File: config.mk
export PLATFORM = sky130hd
export DESIGN_NAME = fix_add_acc
export DESIGN_NICKNAME = d
export VERILOG_FILES = /design/src/rtl/fix_add_acc.sv
export SDC_FILE = /design/constraint.sdc
export NUM_CORES = 1
export LEC_CHECK = 0
export BUFFER_PORTS_ARGS = -buffer_cell sky130_fd_sc_hd__buf_2
export CORE_ASPECT_RATIO = 1.2
export CORE_MARGIN = 1
export CORE_UTILIZATION = 43
export CTS_CLUSTER_SIZE = 40
export DETAILED_ROUTE_END_ITERATION = 8
export PLACE_DENSITY_LB_ADDON = 0.1
export RECOVER_POWER = 50
export SYNTH_ARGS = -nofsm -noshare
export SYNTH_HDL_FRONTEND = slang
export SYNTH_SLANG_ARGS = --single-unit
File: constraint.sdc
create_clock -name clk -period 4.66 [get_ports clk]
set_input_delay 0.233 -clock clk [delete_from_list [all_inputs] [get_ports clk]]
set_output_delay 0.233 -clock clk [all_outputs]
set_load 0.01 [all_outputs]
File: src/rtl/fix_add_acc.sv
// Multi-lane saturating fixed-point adder with an optional grouped accumulate mode.
// One valid/ready handshake drives all lanes. The result is held until the consumer accepts it.
module fix_add_acc #(
  parameter int unsigned WIDTH   = 16,
  parameter int unsigned LANES   = 4,
  parameter int unsigned ACC_LEN = 9
) (
  input  logic                   clk,
  input  logic                   rst,
  input  logic                   in_valid,
  output logic                   in_ready,
  input  logic [LANES*WIDTH-1:0] in_a,
  input  logic [LANES*WIDTH-1:0] in_b,
  input  logic                   in_mode,
  input  logic                   in_last,
  output logic                   out_valid,
  input  logic                   out_ready,
  output logic [LANES*WIDTH-1:0] out_sum,
  output logic [LANES-1:0]       out_ovf,
  output logic                   busy
);

  localparam int unsigned CNT_W = 8;
  localparam int unsigned EXT_W = WIDTH + 2;
  localparam logic signed [EXT_W-1:0] MAX_V = {3'b000, {(WIDTH-1){1'b1}}};
  localparam logic signed [EXT_W-1:0] MIN_V = {3'b111, {(WIDTH-1){1'b0}}};

  typedef enum logic [1:0] {IDLE, ACCUM, HOLD} stateT;

  stateT                        state;
  logic [CNT_W-1:0]             count;
  logic [LANES-1:0][WIDTH-1:0]  acc;
  logic [LANES-1:0]             ovf;
  logic [LANES-1:0][WIDTH-1:0]  firstSum;
  logic [LANES-1:0][WIDTH-1:0]  accSum;
  logic [LANES-1:0]             firstOvf;
  logic [LANES-1:0]             accOvf;
  logic [WIDTH:0]               stage1;
  logic [WIDTH:0]               stage2;
  logic                         beat;
  logic                         groupDone;

  // Returns {saturated, sat(x + y)}; the add is done two bits wider so it cannot wrap.
  function automatic logic [WIDTH:0] satAdd(input logic [WIDTH-1:0] x,
                                            input logic [WIDTH-1:0] y);
    logic signed [EXT_W-1:0] s;
    s = $signed({{2{x[WIDTH-1]}}, x}) + $signed({{2{y[WIDTH-1]}}, y});
    if (s > MAX_V)      satAdd = {1'b1, MAX_V[WIDTH-1:0]};
    else if (s < MIN_V) satAdd = {1'b1, MIN_V[WIDTH-1:0]};
    else                satAdd = {1'b0, s[WIDTH-1:0]};
  endfunction

  assign beat      = in_valid && in_ready;
  assign in_ready  = (state != HOLD);
  assign out_valid = (state == HOLD);
  assign busy      = (state != IDLE);
  assign out_sum   = acc;
  assign out_ovf   = ovf;
  assign groupDone = ((count + CNT_W'(1)) == CNT_W'(ACC_LEN)) || in_last;

  // Per-lane datapath. The first stage is the operand pair; the second stage folds it into acc.
  always_comb begin
    firstSum = '0;
    firstOvf = '0;
    accSum   = '0;
    accOvf   = '0;
    stage1   = '0;
    stage2   = '0;
    for (int k = 0; k < int'(LANES); k++) begin
      stage1      = satAdd(in_a[k*WIDTH +: WIDTH], in_b[k*WIDTH +: WIDTH]);
      stage2      = satAdd(acc[k], stage1[WIDTH-1:0]);
      firstSum[k] = stage1[WIDTH-1:0];
      firstOvf[k] = stage1[WIDTH];
      accSum[k]   = stage2[WIDTH-1:0];
      accOvf[k]   = stage1[WIDTH] | stage2[WIDTH];
    end
  end

  // Control FSM together with the accumulator and sticky overflow registers.
  always_ff @(posedge clk) begin
    if (rst) begin
      state <= IDLE;
      count <= '0;
      acc   <= '0;
      ovf   <= '0;
    end else begin
      case (state)
        IDLE: begin
          if (beat) begin
            acc   <= firstSum;
            ovf   <= firstOvf;
            count <= CNT_W'(1);
            state <= (!in_mode || in_last) ? HOLD : ACCUM;
          end
        end
        ACCUM: begin
          if (beat) begin
            acc   <= accSum;
            ovf   <= ovf | accOvf;
            count <= count + CNT_W'(1);
            if (groupDone) state <= HOLD;
          end
        end
        HOLD: begin
          if (out_ready) begin
            state <= IDLE;
            count <= '0;
          end
        end
        default: state <= IDLE;
      endcase
    end
  end

endmodule
# --- Word level (Yosys, flattened, before mapping) ---
# Index checks and enable logic that the tools add are counted.
word_totals:
  ff_bits: 78
  wordCells: 88
classes:
  n_reduce_logical: 11
  eq_ne: 8
  n_addsub: 9
  muxes: 32
  order_cmp: 16
  bitwise_logic: 5
op_table:
  columns: ["op", "n"]
  rows:
  - ["17-bit two-way mux", 16]
  - ["16-bit by 16-bit adder with 17-bit output", 8]
  - ["17-bit by 16-bit greater-than comparator with 1-bit output, second input constant", 8]
  - ["17-bit by 16-bit < comparator with 1-bit output, second input constant", 8]
  - ["64-bit two-way mux", 2]
  - ["64-bit one-hot mux with 2 select lines", 1]
  - ["8-bit two-way mux", 3]
  - ["8-bit one-hot mux with 3 select lines", 1]
  - ["2-bit two-way mux", 5]
  - ["8-bit by 1-bit adder with 8-bit output, second input constant", 1]
  - ["8-bit by 4-bit equality test with 1-bit output, second input constant", 1]
  - ["4-bit two-way mux", 2]
  - ["2-bit != test, second input constant", 4]
  - ["4-bit one-hot mux with 2 select lines", 1]
  - ["4-bit AND reduction", 2]
  - ["2-bit one-hot mux with 3 select lines", 1]
  - ["1-bit OR", 4]
  - ["4-bit OR", 1]
  - ["2-bit nonzero test", 2]
  - ["3-bit AND reduction", 1]
  - ["3-bit nonzero test", 1]
  - ["2-bit by 1-bit equality test with 1-bit output, second input constant", 1]
  - ["2-bit equality test, second input constant", 1]
  - ["2-bit logical NOT", 1]
  - ["other kinds (4)", 5]

# --- Depth between registers and ports, before layout ---
# Gate-level depths: netlist of run 1.
logic_depth:
  depth_word: 12
  depth_mapped: 25
  mapped_depth_nobuf: 22

# --- Worst setup path after synthesis of run 1 ---
# Ideal clock, no wire load.
synth_path:
  kind: "input to register"
  startpoint: "input in_a[32]"
  endpoint: "register ovf[2] (netlist: out_ovf[2])"
  arrival_time_ps: 4488
  setup_ps: 132
  t_required_ps: 4528
  stages: 22
  path_buffers: 2
  setup_slack_ps: 41
  path_cell_list: "ha_1 inv_1 fa_1 nand2b_1 a21oi_1 o21bai_1 a21oi_1 o22a_1 buf_2 nor2_2 buf_2 o21ai_1 ha_1 a21o_1 a21oi_1 o211ai_1 a21o_1 o21ai_0 mux2i_1 or3b_1 a211oi_1 nor3_1"
synth_via:
  elab_chain_len: 12
synth_rtl:
  columns: ["item", "line_no", "rtl"]
  rows:
  - ["start: declaration", "12", "input logic [LANES*WIDTH-1:0] in_a,"]
  - ["16-bit by 16-bit adder with 17-bit output (*)", "47", "s = $signed({{2{x[WIDTH-1]}}, x}) + $signed({{2{y[WIDTH-1]}}, y});"]
  - ["17-bit by 16-bit < comparator with 1-bit output", "49", "else if (s < MIN_V) satAdd = {1'b1, MIN_V[WIDTH-1:0]};"]
  - ["17-bit two-way mux", "49", null]
  - ["17-bit two-way mux (*)", "48", "if (s > MAX_V) satAdd = {1'b1, MAX_V[WIDTH-1:0]};"]
  - ["16-bit by 16-bit adder with 17-bit output", "47", null]
  - ["17-bit by 16-bit < comparator with 1-bit output", "49", null]
  - ["17-bit two-way mux", "49", null]
  - ["17-bit two-way mux", "48", null]
  - ["1-bit OR", "75", "accOvf[k] = stage1[WIDTH] | stage2[WIDTH];"]
  - ["4-bit OR", "99", "ovf <= ovf | accOvf;"]
  - ["4-bit two-way mux", "97", "if (beat) begin"]
  - ["4-bit one-hot mux with 2 select lines (*)", "87", "case (state)"]
  - ["end signal: assignment", "91", "ovf <= firstOvf;"]
  - ["end signal: assignment", "99", null]
  - ["end: declaration", "33", "logic [LANES-1:0] ovf;"]
# Every way passes the cells marked *; elsewhere a longest branch is shown, timed or not. The select of a mux whose other input is x is not followed.
# A chain may end at the register's enable or synchronous reset.

# --- Worst setup path in the final report of run 1 ---
layout_path:
  startpoint: "input in_a[32]"
  endpoint: "register acc, in the netlist out_sum[40]"
layout_via:
  elab_chain_len: 10
layout_rtl:
  columns: ["item", "line_no", "rtl"]
  rows:
  - ["16-bit by 16-bit adder with 17-bit output (*)", "47", null]
  - ["17-bit by 16-bit < comparator with 1-bit output", "49", null]
  - ["17-bit two-way mux", "49", null]
  - ["17-bit two-way mux (*)", "48", null]
  - ["16-bit by 16-bit adder with 17-bit output", "47", null]
  - ["17-bit by 16-bit < comparator with 1-bit output", "49", null]
  - ["17-bit two-way mux", "49", null]
  - ["17-bit two-way mux", "48", null]
  - ["64-bit two-way mux", "97", null]
  - ["64-bit one-hot mux with 2 select lines (*)", "87", null]
  - ["end signal: assignment", "90", "acc <= firstSum;"]
  - ["end signal: assignment", "98", "acc <= accSum;"]
  - ["end: declaration", "32", "logic [LANES-1:0][WIDTH-1:0] acc;"]
# Marked as above.

==> qor.csv, run 1 <==
stage,metric,value,unit
global_route,grt_remaining_overflow,0,
synthesis,postSynthCellCount,1388,
clock_tree,cts_max_level,3,
synthesis,synth-async-reset-ratio,0,%
global_route,top_usage_layer,met2,
setup_path,crit_arrival,4.59,ns
synthesis,synth.avg_cell_area,7.515,um^2
synthesis,synth_xor_xnor_area_share,8.132,%
global_route,first_global_vias,11030,
final_layout,stdcell_count,2069,
timing,hold_violations,0,
global_route,grt_first_pass_wirelength,52.90,mm
synthesis,synth-seq-cells,78,
clock_tree,cts_tree,yes,
routing,routedWlPerCell,16.09,um
routing,drc,0,
synthesis,synth_fa_ha_area_share,18.90,%
floorplan,core,0.02389,mm^2
placed_design,dpl.hpwl,26.92,mm
job,max-cap-violations,0,
synthesis,synth.cell_area,0.01043,mm^2
placed_design,port_buffers,204,
hold_path,hp-class,in2reg,
clock_tree,clockBufferDepth,2,
final_layout,syn_to_final_growth,27.94,%
routing,first_pass_iters,5,
setup_path,critPathCaptureType,register,
global_route,antenna_found_initial,0,
pwr,power.density,462.7,mW/mm^2
synthesis,synth_flop_cell,dfxtp_1,
timing,worst_slew_pin_slew,0.9768,ns
timing,finalSetupViolCount,0,
timing,tns,0,ns
pwr,switching_share,47.05,%
pwr,power.total,6175,uW
setup_path,worst_path_most_repeated_cell,ha_1,
timing,slew_violations,0,
synthesis,synth-edff-count,0,
pwr,power_frac_comb,71.4,%
synthesis,yosys_warnings,0,
setup_path,critPathRequiredTime,4.91,ns
pwr,p_int,3270,uW
global_route,use_met2,46.18,%
global_route,use_met3,3.462,%
floorplan,die_area,0.02489,mm^2
global_route,grt_usage,26.46,%
floorplan,start_util,43.66,%
routing,drtIter0Drc,538,
pwr,peakVddDrop,0.1960,mV
placed_design,placedCellCount,2052,
synthesis,synth_simple_gate_area_share,19.10,%
final_layout,num_antenna_cells,0,
timing,fin_skew,0.01112,ns
floorplan,io_pins,205,
synthesis,synth_top_family_by_area,compound AO/OA/AOI/OAI gates,
floorplan,die_width,144.2,um
final_layout,fillCellCount,2466,
clock_tree,path_clk_slew,0.07,ns
setup_path,r2r_slack,1.55,ns
global_route,met1_usage,32.75,%
clock_tree,root_buffer,clkbuf_16,
final_layout,finalNetCount,2020,
timing,maxSlewHeadroom,34.81,%
setup_path,max_stage_delay,0.42,ns
setup_path,crit_slowest_cell,maj3_1,
setup_path,path_max_fanout,15,
timing,fmax,230.5,MHz
clock_tree,numCtsBuffers,9,
timing,holdWs,0.2819,ns
clock_tree,numClockSinks,78,
routing,ant_nets,0,
routing,vias_per_cell,5.605,
pwr,power_frac_clock,12.3,%
floorplan,num_rows,62,
setup_path,crit_buf_inv,3,
synthesis,synth_nets,1664,
final_layout,seqCellArea,0.001562,mm^2
routing,vias,11600,
placed_design,routabilityCongestion,0.9554,
timing,fin_crit_sh,93.09,%
pwr,power.switching,2906,uW
synthesis,seq_area_frac_synth,14.97,%
final_layout,drive_gt1_share,22.36,%
clock_tree,cts_hold_buf,0,
setup_path,critical-path-top-delay-family,compound AO/OA/AOI/OAI gates,
synthesis,synth-compound-area-share,34.40,%
setup_path,criticalPathCategory,in2reg,
routing,totalWireLength,33.29,mm
pwr,p_seq_share,16.4,%
final_layout,multi_input_area,0.008486,mm^2
pwr,leakagePower,0.006385,uW
setup_path,cp-start-kind,primary input,
synthesis,synth.area.mux_share,0.2879,%
clock_tree,worstSkewPairLatency,0.37,ns
timing,finalCriticalPeriod,4.338,ns
global_route,grt_max_degree,50,
floorplan,die_h,172.6,um
status,status,completed,
setup_path,crit_chain,buf_2 -> ha_1 -> inv_1 -> fa_1 -> nand2b_1 -> a21oi_1 -> o21ai_1 -> a211o_1 -> or4b_1 -> o311ai_0 -> maj3_1 -> ha_1 -> and3_1 -> and4_1 -> a21o_1 -> o21ai_0 -> mux2i_1 -> buf_4 -> nand3b_1 -> a2111oi_1,
synthesis,synth_cell_type_count,90,
stage by stage:
stage	util (%)	setup slack, ns	area (um^2)
floorplan	-	0.04075	10430
global placement	54.78	-0.09298	13090
detailed placement	54.78	-0.1657	13090
CTS	56.03	0.1725	13390
global route	55.85	-0.01430	13350
finish	55.85	0.3220	13350
what timing repair did:
action                     in CTS  in global routing
gates resized for setup         0                  9
buffers inserted                0                  1
setup endpoints to repair       0                 14
synthesized netlist by cell type, types with 5 or more instances:
library cell / number / share of area (%)
o21ai_1: 9 / 0.43
nand4_1: 12 / 0.72
a31o_2: 6 / 0.50
o21ai_0: 91 / 4.4
o221ai_1: 10 / 0.84
nand2_1: 124 / 4.5
nand2b_1: 19 / 1.1
xor2_1: 46 / 3.9
or2_2: 5 / 0.30
o211a_1: 8 / 0.77
o21bai_1: 11 / 0.79
buf_2: 12 / 0.58
nor3b_1: 7 / 0.50
nor4_1: 8 / 0.48
o21a_1: 24 / 1.7
o211ai_1: 19 / 1.4
fa_1: 8 / 1.5
dfxtp_1: 78 / 15
maj3_1: 9 / 0.86
a2111oi_0: 7 / 0.59
a21boi_0: 6 / 0.43
a21oi_1: 151 / 7.2
a31oi_1: 15 / 0.90
o31ai_1: 6 / 0.43
ha_1: 134 / 16
a211oi_1: 24 / 1.7
nand3_1: 29 / 1.4
clkbuf_1: 33 / 1.2
nor2_1: 123 / 4.4
and2_1: 6 / 0.36
a221o_1: 5 / 0.48
and3_1: 13 / 0.78
o31a_1: 8 / 0.67
a21o_1: 60 / 4.3
nor3_1: 31 / 1.5
xnor2_1: 49 / 4.1
inv_1: 59 / 2.1
nor2b_1: 15 / 0.90
o22ai_1: 6 / 0.36
state kept, by name (all words and copies together), names as in the netlist:
signal,count
out_sum,64
count,8
out_ovf,4
state,2
path summary, 6_finish.rpt:
kind | start | end | cells after the start
worst min-delay path | in_mode | state[0]$_SDFFE_PP0P_ | 5
worst min register to register | out_sum[24]$_SDFFE_PP0P_ | out_sum[24]$_SDFFE_PP0P_ | 2
worst max-delay path | in_a[32] | out_sum[40]$_SDFFE_PP0P_ | 20
worst max register to register | state[1]$_SDFFE_PP0P_ | out_sum[8]$_SDFFE_PP0P_ | 10
power groups by stage:
stage / sequential [uW] / combinational [uW] / clock, uW
6_report: 1010 / 4410 / 757
4_1_cts: 1010 / 4400 / 768
5_1_grt: 1030 / 4870 / 789
3_5_place_dp: 1020 / 4360 / 0
2_1_floorplan: 1050 / 2750 / 0
3_3_place_gp: 1020 / 4330 / 0
area by class of cell:
| class | count | area share [%] |
|---|---|---|
| Multi-Input combinational cell | 1203 | 63.59 |
| Timing Repair Buffer | 393 | 17.80 |
| Sequential cell | 78 | 11.70 |
| Tap cell | 320 | 3.000 |
| Clock buffer | 10 | 1.791 |
| Inverter | 59 | 1.659 |
| Clock inverter | 6 | 0.4594 |
logic make-up (layout without fill, tap and decap cells):
group / count (synthesis) / after routing
DFF: 78 / 78
xor gates and xnor gates: 96 / 96
and+or+nand+nor: 418 / 418
buffers and inverters: 107 / 468
muxes: 3 / 3
AOI/OAI and AO/OA: 531 / 531
adders and majority gates: 155 / 155
routing by layer:
layer	vias to the layer above	routed length, um
li1	5887	-
met1	5387	15050
met2	267	15980
met3	55	1364
met4	0	902
met5	-	0
worst min-delay path, stage by stage:
cell and delay, ns:
buf_2 0.08, nand2_1 0.06, nor2_1 0.10, mux2i_1 0.07, nor2_1 0.07
cell usage in the layout (no fill, tap or decap), types with 7 or more instances in the layout:
cell / instances
nand4_1: 12
nor3b_1: 7
nor2_1: 122
nor3_1: 30
a21o_1: 60
clkbuf_1: 71
a211oi_1: 23
maj3_1: 8
nor2b_1: 13
fa_1: 8
nand3_1: 29
a2111oi_0: 7
o211a_1: 8
clkbuf_16: 9
o31a_1: 8
a31oi_1: 15
o221ai_1: 10
xor2_1: 46
dfxtp_1: 78
o21ai_1: 9
o211ai_1: 19
ha_1: 134
o21ai_0: 90
and3_1: 13
nand2_1: 124
o21bai_1: 11
nand2b_1: 19
xnor2_1: 49
inv_1: 59
nor4_1: 8
a21oi_1: 149
buf_2: 133
buf_4: 187
o21a_1: 24
No activity file was read; power rests on OpenSTA's default activity.
==> run 2, diff against run 1 <==
--- a/config.mk
+++ b/config.mk
@@ -5,6 +5,7 @@
 export SDC_FILE = /design/constraint.sdc
 export NUM_CORES = 1
 export LEC_CHECK = 0
+export ABC_AREA = 1
 export BUFFER_PORTS_ARGS = -buffer_cell sky130_fd_sc_hd__buf_2
 export CORE_ASPECT_RATIO = 1.2
 export CORE_MARGIN = 1
==> qor.csv, run 2 <==
stage,metric,value,unit
global_route,grt_max_degree,72,
timing,maxSlewHeadroom,43.33,%
synthesis,yosysMostFrequentCell,nand2_1,
routing,drtIter0Drc,523,
synthesis,synth-edff-count,0,
final_layout,layout_commonest_cell,nand2_1,
clock_tree,cts-resized-gates,0,
synthesis,synth_flop_cell,dfxtp_1,
timing,fin_skew,0.01105,ns
setup_path,max_stage_delay,0.41,ns
clock_tree,cts_max_level,3,
placed_design,port_buffers,204,
timing,hold_violations,0,
synthesis,synth_common_cells,"nand2_1, inv_1, nand3_1",
synthesis,yosysTopAreaCellShare,26.25,%
routing,totalWireLength,33.52,mm
routing,first_pass_iters,5,
clock_tree,path_clk_slew,0.07,ns
placed_design,dpl.hpwl,26.66,mm
pwr,peakVddDrop,0.2964,mV
floorplan,die_width,154.0,um
floorplan,io_pins,205,
timing,rsz0062_at_grt,no,
synthesis,synth-async-reset-ratio,0,%
clock_tree,cts_setup_buffers,0,
final_layout,fillCellCount,3006,
pwr,power.total,7272,uW
status,status,completed,
routing,vias,13100,
synthesis,synth_cell_type_count,40,
synthesis,synth.avg_cell_area,5.715,um^2
setup_path,r2r-start,state[1]$_SDFFE_PP0P_,
timing,worst_slew_pin_slew,0.8501,ns
floorplan,die_area,0.02841,mm^2
clock_tree,worstSkewPairLatency,0.36,ns
pwr,leakagePower,0.007644,uW
synthesis,seq_area_frac_synth,13.09,%
floorplan,die_h,184.4,um
global_route,first_global_vias,12350,
synthesis,synth.cell_area,0.01193,mm^2
setup_path,worst_path_most_repeated_cell,nand2_1,
clock_tree,numCtsBuffers,9,
global_route,antenna_found_initial,0,
timing,finalCriticalPeriod,4.066,ns
floorplan,num_rows,66,
final_layout,fin_util,49.56,%
placed_design,routabilityCongestion,0.9286,
synthesis,postSynthCellCount,2087,
setup_path,crit_arrival,4.35,ns
final_layout,final_cell_mix,"nand2_1, inv_1, nand3_1, a21oi_1, ha_1",
setup_path,criticalPathCategory,in2reg,
synthesis,synth_nets,2363,
routing,ant_nets,0,
timing,tns,0,ns
clock_tree,numClockSinks,78,
clock_tree,cts_tree,yes,
setup_path,crit_slowest_cell,fa_1,
setup_path,cp-start-kind,primary input,
setup_path,critPathCaptureType,register,
final_layout,multi_input_area,0.009097,mm^2
routing,vias_per_cell,5.017,
floorplan,start_util,43.90,%
timing,holdWs,0.2890,ns
placed_design,placed_cell_area,0.01325,mm^2
final_layout,syn_to_final_growth,12.88,%
final_layout,num_antenna_cells,0,
timing,fin_crit_sh,87.25,%
setup_path,critPathRequiredTime,4.95,ns
global_route,grt_usage,24.12,%
timing,fmax,246.0,MHz
synthesis,netlist_top_cells_area,"nand2_1, ha_1, dfxtp_1, nand3_1, inv_1",
pwr,power.density,540.1,mW/mm^2
synthesis,synth_area_leader_cell,nand2_1,
final_layout,drive_gt1_share,10.70,%
final_layout,largest_reg_flops,64,
routing,drc,0,
final_layout,final_cell_area,0.01346,mm^2
synthesis,yosys_warnings,0,
hold_path,hp-class,in2reg,
clock_tree,root_buffer,clkbuf_16,
synthesis,synth-seq-cells,78,
global_route,grt_remaining_overflow,0,
routing,routedWlPerCell,12.84,um
clock_tree,clockBufferDepth,2,
hold_path,worstHoldStart,in_mode,
floorplan,core,0.02717,mm^2
global_route,grt_first_pass_wirelength,56.41,mm
final_layout,finalNetCount,2544,
timing,slew_violations,0,
final_layout,seqCellArea,0.001562,mm^2
job,max-cap-violations,0,
setup_path,crit_start,in_a[32],
timing,finalSetupViolCount,0,
clock_tree,cts_hold_buf,0,
setup_path,path_max_fanout,23,
==> run 2: cell count changes after synthesis, moves of 30 or more <==
cell / delta
nand2_1: +710
inv_1: +180
xnor2_1: -30
a21o_1: -60
nand3_1: +173
o21ai_0: -73
==> run 2: area by class of cell <==
class | count | area share, %
multi-input combinational | 1700 | 67.57
timing repair buffer | 226 | 8.308
inverter | 253 | 7.053
clock inverter | 4 | 0.5390
tap | 340 | 3.160
sequential | 78 | 11.60
clock buffer | 10 | 1.775
==> run 2: metal layers <==
layer | share of wire, % | vias up | global-route usage [%]
met2 | 49 | 294 | 44.98
met3 | 4.3 | 40 | 3.950
met1 | 45 | 5760 | 27.92
met4 | 2.1 | 0 | 7.440
li1 | - | 7005 | -
met5 | 0 | - | 0
==> run 2: final timing paths <==
check                             end  slack [ns]  cells past startpoint
min reg2reg     count[7]$_SDFFE_PP0P_        0.48                      2
min             state[0]$_SDFFE_PP0P_        0.29                      5
max          out_sum[38]$_SDFFE_PP0P_        0.59                     31
max reg2reg  out_sum[63]$_SDFFE_PP0P_        1.61                     10
==> run 2: cells by family after synthesis <==
| kind of cell | share of synthesized area (%) |
|---|---|
| AND/OR/NAND/NOR | 44.61 |
| buffers and inverters | 10.70 |
| AO/OA/AOI/OAI | 10.10 |
| adder cells (fa/ha/maj) | 15.40 |
| XOR/XNOR | 6.095 |
| flip-flops | 13.09 |
==> run 2: where the power goes <==
part	internal (uW)	switching, uW	total [uW]
clock network	477	313	791
registers	896	224	1120
logic	1900	3460	5360
total	3270	4000	7270
==> run 2: metrics by stage <==
| stage | setup slack (ns) | instances |
|---|---|---|
| finish | 0.5943 | 2611 |
| global placement | 0.2320 | 2597 |
| global route | 0.1993 | 2611 |
| floorplan | 0.8891 | 2087 |
| CTS | 0.5726 | 2611 |
| detailed placement | 0.2093 | 2597 |
==> run 2: critical path: cells and delay by family <==
kind / cells / cell delay (ns)
and+or+nand+nor: 20 / 2.09
AOI/OAI and AO/OA: 2 / 0.34
buffers and inverters: 6 / 0.75
adders and majority gates: 3 / 0.94
==> run 3, diff against run 2 <==
--- a/config.mk
+++ b/config.mk
@@ -13,7 +13,7 @@
 export CTS_CLUSTER_SIZE = 40
 export DETAILED_ROUTE_END_ITERATION = 8
 export PLACE_DENSITY_LB_ADDON = 0.1
-export RECOVER_POWER = 50
+export RECOVER_POWER = 25
 export SYNTH_ARGS = -nofsm -noshare
 export SYNTH_HDL_FRONTEND = slang
 export SYNTH_SLANG_ARGS = --single-unit
==> qor.csv, run 3 (synthesized netlist as in run 2, its figures left out) <==
stage,metric,value,unit
timing,fin_ws,0.5848,ns
final_layout,drive_gt1_share,12.24,%
setup_path,max_stage_delay,0.41,ns
routing,first_pass_iters,5,
global_route,grt_remaining_overflow,0,
routing,totalWireLength,33.55,mm
setup_path,criticalPathCategory,in2reg,
timing,fin_skew,0.01041,ns
placed_design,placed_cell_area,0.01325,mm^2
job,max-cap-violations,0,
clock_tree,cts_setup_buffers,0,
final_layout,syn_to_final_growth,13.27,%
clock_tree,cts_max_level,3,
clock_tree,root_buffer,clkbuf_16,
final_layout,final_cell_area,0.01351,mm^2
floorplan,die_area,0.02841,mm^2
placed_design,preCtsSetupSlack,0.2093,ns
routing,vias_per_cell,5.035,
timing,maxSlewHeadroom,43.16,%
status,status,completed,
timing,rsz0062_at_grt,no,
routing,drc,0,
routing,routedWlPerCell,12.85,um
pwr,p_seq_share,15.3,%
routing,ant_nets,0,
clock_tree,worstSkewPairLatency,0.36,ns
setup_path,crit_arrival,4.36,ns
routing,drtIter0Drc,528,
clock_tree,path_clk_slew,0.07,ns
clock_tree,cts_hold_buf,0,
timing,hold_violations,0,
pwr,peakVddDrop,0.2985,mV
global_route,antenna_found_initial,0,
global_route,grt_first_pass_wirelength,56.41,mm
placed_design,dpl.hpwl,26.66,mm
pwr,power.switching,3995,uW
floorplan,io_pins,205,
clock_tree,clockBufferDepth,2,
placed_design,routabilityCongestion,0.9286,
clock_tree,cts-resized-gates,0,
pwr,power_frac_clock,10.9,%
timing,worst_slew_pin_slew,0.8526,ns
global_route,grt_max_degree,72,
floorplan,core,0.02717,mm^2
timing,finalSetupViolCount,0,
timing,fin_crit_sh,87.45,%
timing,fmax,245.4,MHz
setup_path,worst_path_most_repeated_cell,nand2_1,
setup_path,path_max_fanout,23,
floorplan,die_width,154.0,um
pwr,switching_share,54.71,%
pwr,leakagePower,0.007780,uW
final_layout,finalNetCount,2544,
timing,slew_violations,0,
clock_tree,cts_tree,yes,
pwr,power.density,540.4,mW/mm^2
setup_path,critPathRequiredTime,4.95,ns
hold_path,hp-class,in2reg,
global_route,grt_usage,24.12,%
floorplan,start_util,43.90,%
pwr,p_int,3307,uW
setup_path,cp-start-kind,primary input,
floorplan,die_h,184.4,um
final_layout,largest_reg_flops,64,
final_layout,num_antenna_cells,0,
placed_design,port_buffers,204,
clock_tree,numClockSinks,78,
setup_path,critPathCaptureType,register,
routing,vias,13150,
timing,tns,0,ns
global_route,first_global_vias,12350,
final_layout,final_cell_mix,"nand2_1, inv_1, nand3_1, a21oi_1, buf_2",
pwr,power_frac_comb,73.8,%
final_layout,layout_commonest_cell,nand2_1,
timing,finalCriticalPeriod,4.075,ns
floorplan,num_rows,66,
clock_tree,numCtsBuffers,9,
setup_path,crit_slowest_cell,fa_1,
run 3: path summary, 6_finish.rpt:
check	from	endpoint	slack, ns	depth (start not counted)
max	in_a[32]	out_sum[38]$_SDFFE_PP0P_	0.58	31
max reg2reg	state[1]$_SDFFE_PP0P_	out_sum[63]$_SDFFE_PP0P_	1.80	10
min	in_mode	state[0]$_SDFFE_PP0P_	0.29	5
min reg2reg	count[7]$_SDFFE_PP0P_	count[7]$_SDFFE_PP0P_	0.48	2
run 3: per-layer routing:
layer / routed length [um] / global-route usage (%) / vias to the layer above
met2: 16500 / 44.98 / 289
li1: - / - / 7012
met3: 1421 / 3.950 / 41
met4: 638 / 7.440 / 0
met5: 0 / 0 / -
met1: 14990 / 27.92 / 5805
run 3: area by class of cell:
class	instances	area [um^2]
fill	2983	13660
multi-input combinational	1700	9097
sequential	78	1562
timing repair buffer	226	1165
inverter	253	949.7
tap	340	425.4
clock buffer	10	239.0
clock inverter	4	72.57
run 3: per-stage QoR:
stage / util [%] / hold slack (ns) / power (uW) / instances
4_1_cts: 49.90 / 0.2833 / 7359 / 2611
3_5_place_dp: 48.75 / 0.4733 / 6520 / 2597
3_3_place_gp: 48.75 / 0.4708 / 6508 / 2597
2_1_floorplan: - / 0.4579 / 5260 / 2087
6_report: 49.73 / 0.2853 / 7301 / 2611
5_1_grt: 49.73 / 0.3238 / 8168 / 2611
run 3: critical path, delay by kind of cell:
family / cells / cell delay (ns)
and+or+nand+nor: 20 / 2.12
AOI/OAI and AO/OA: 2 / 0.35
buffers and inverters: 6 / 0.75
adders and majority gates: 3 / 0.94
run 3: power groups by stage:
stage | sequential [uW] | clock, uW | combinational [uW]
CTS | 1120 | 813 | 5430
global route | 1150 | 834 | 6180
finish | 1120 | 793 | 5390
floorplan | 1170 | 0 | 4090
detailed placement | 1130 | 0 | 5390
global placement | 1130 | 0 | 5380
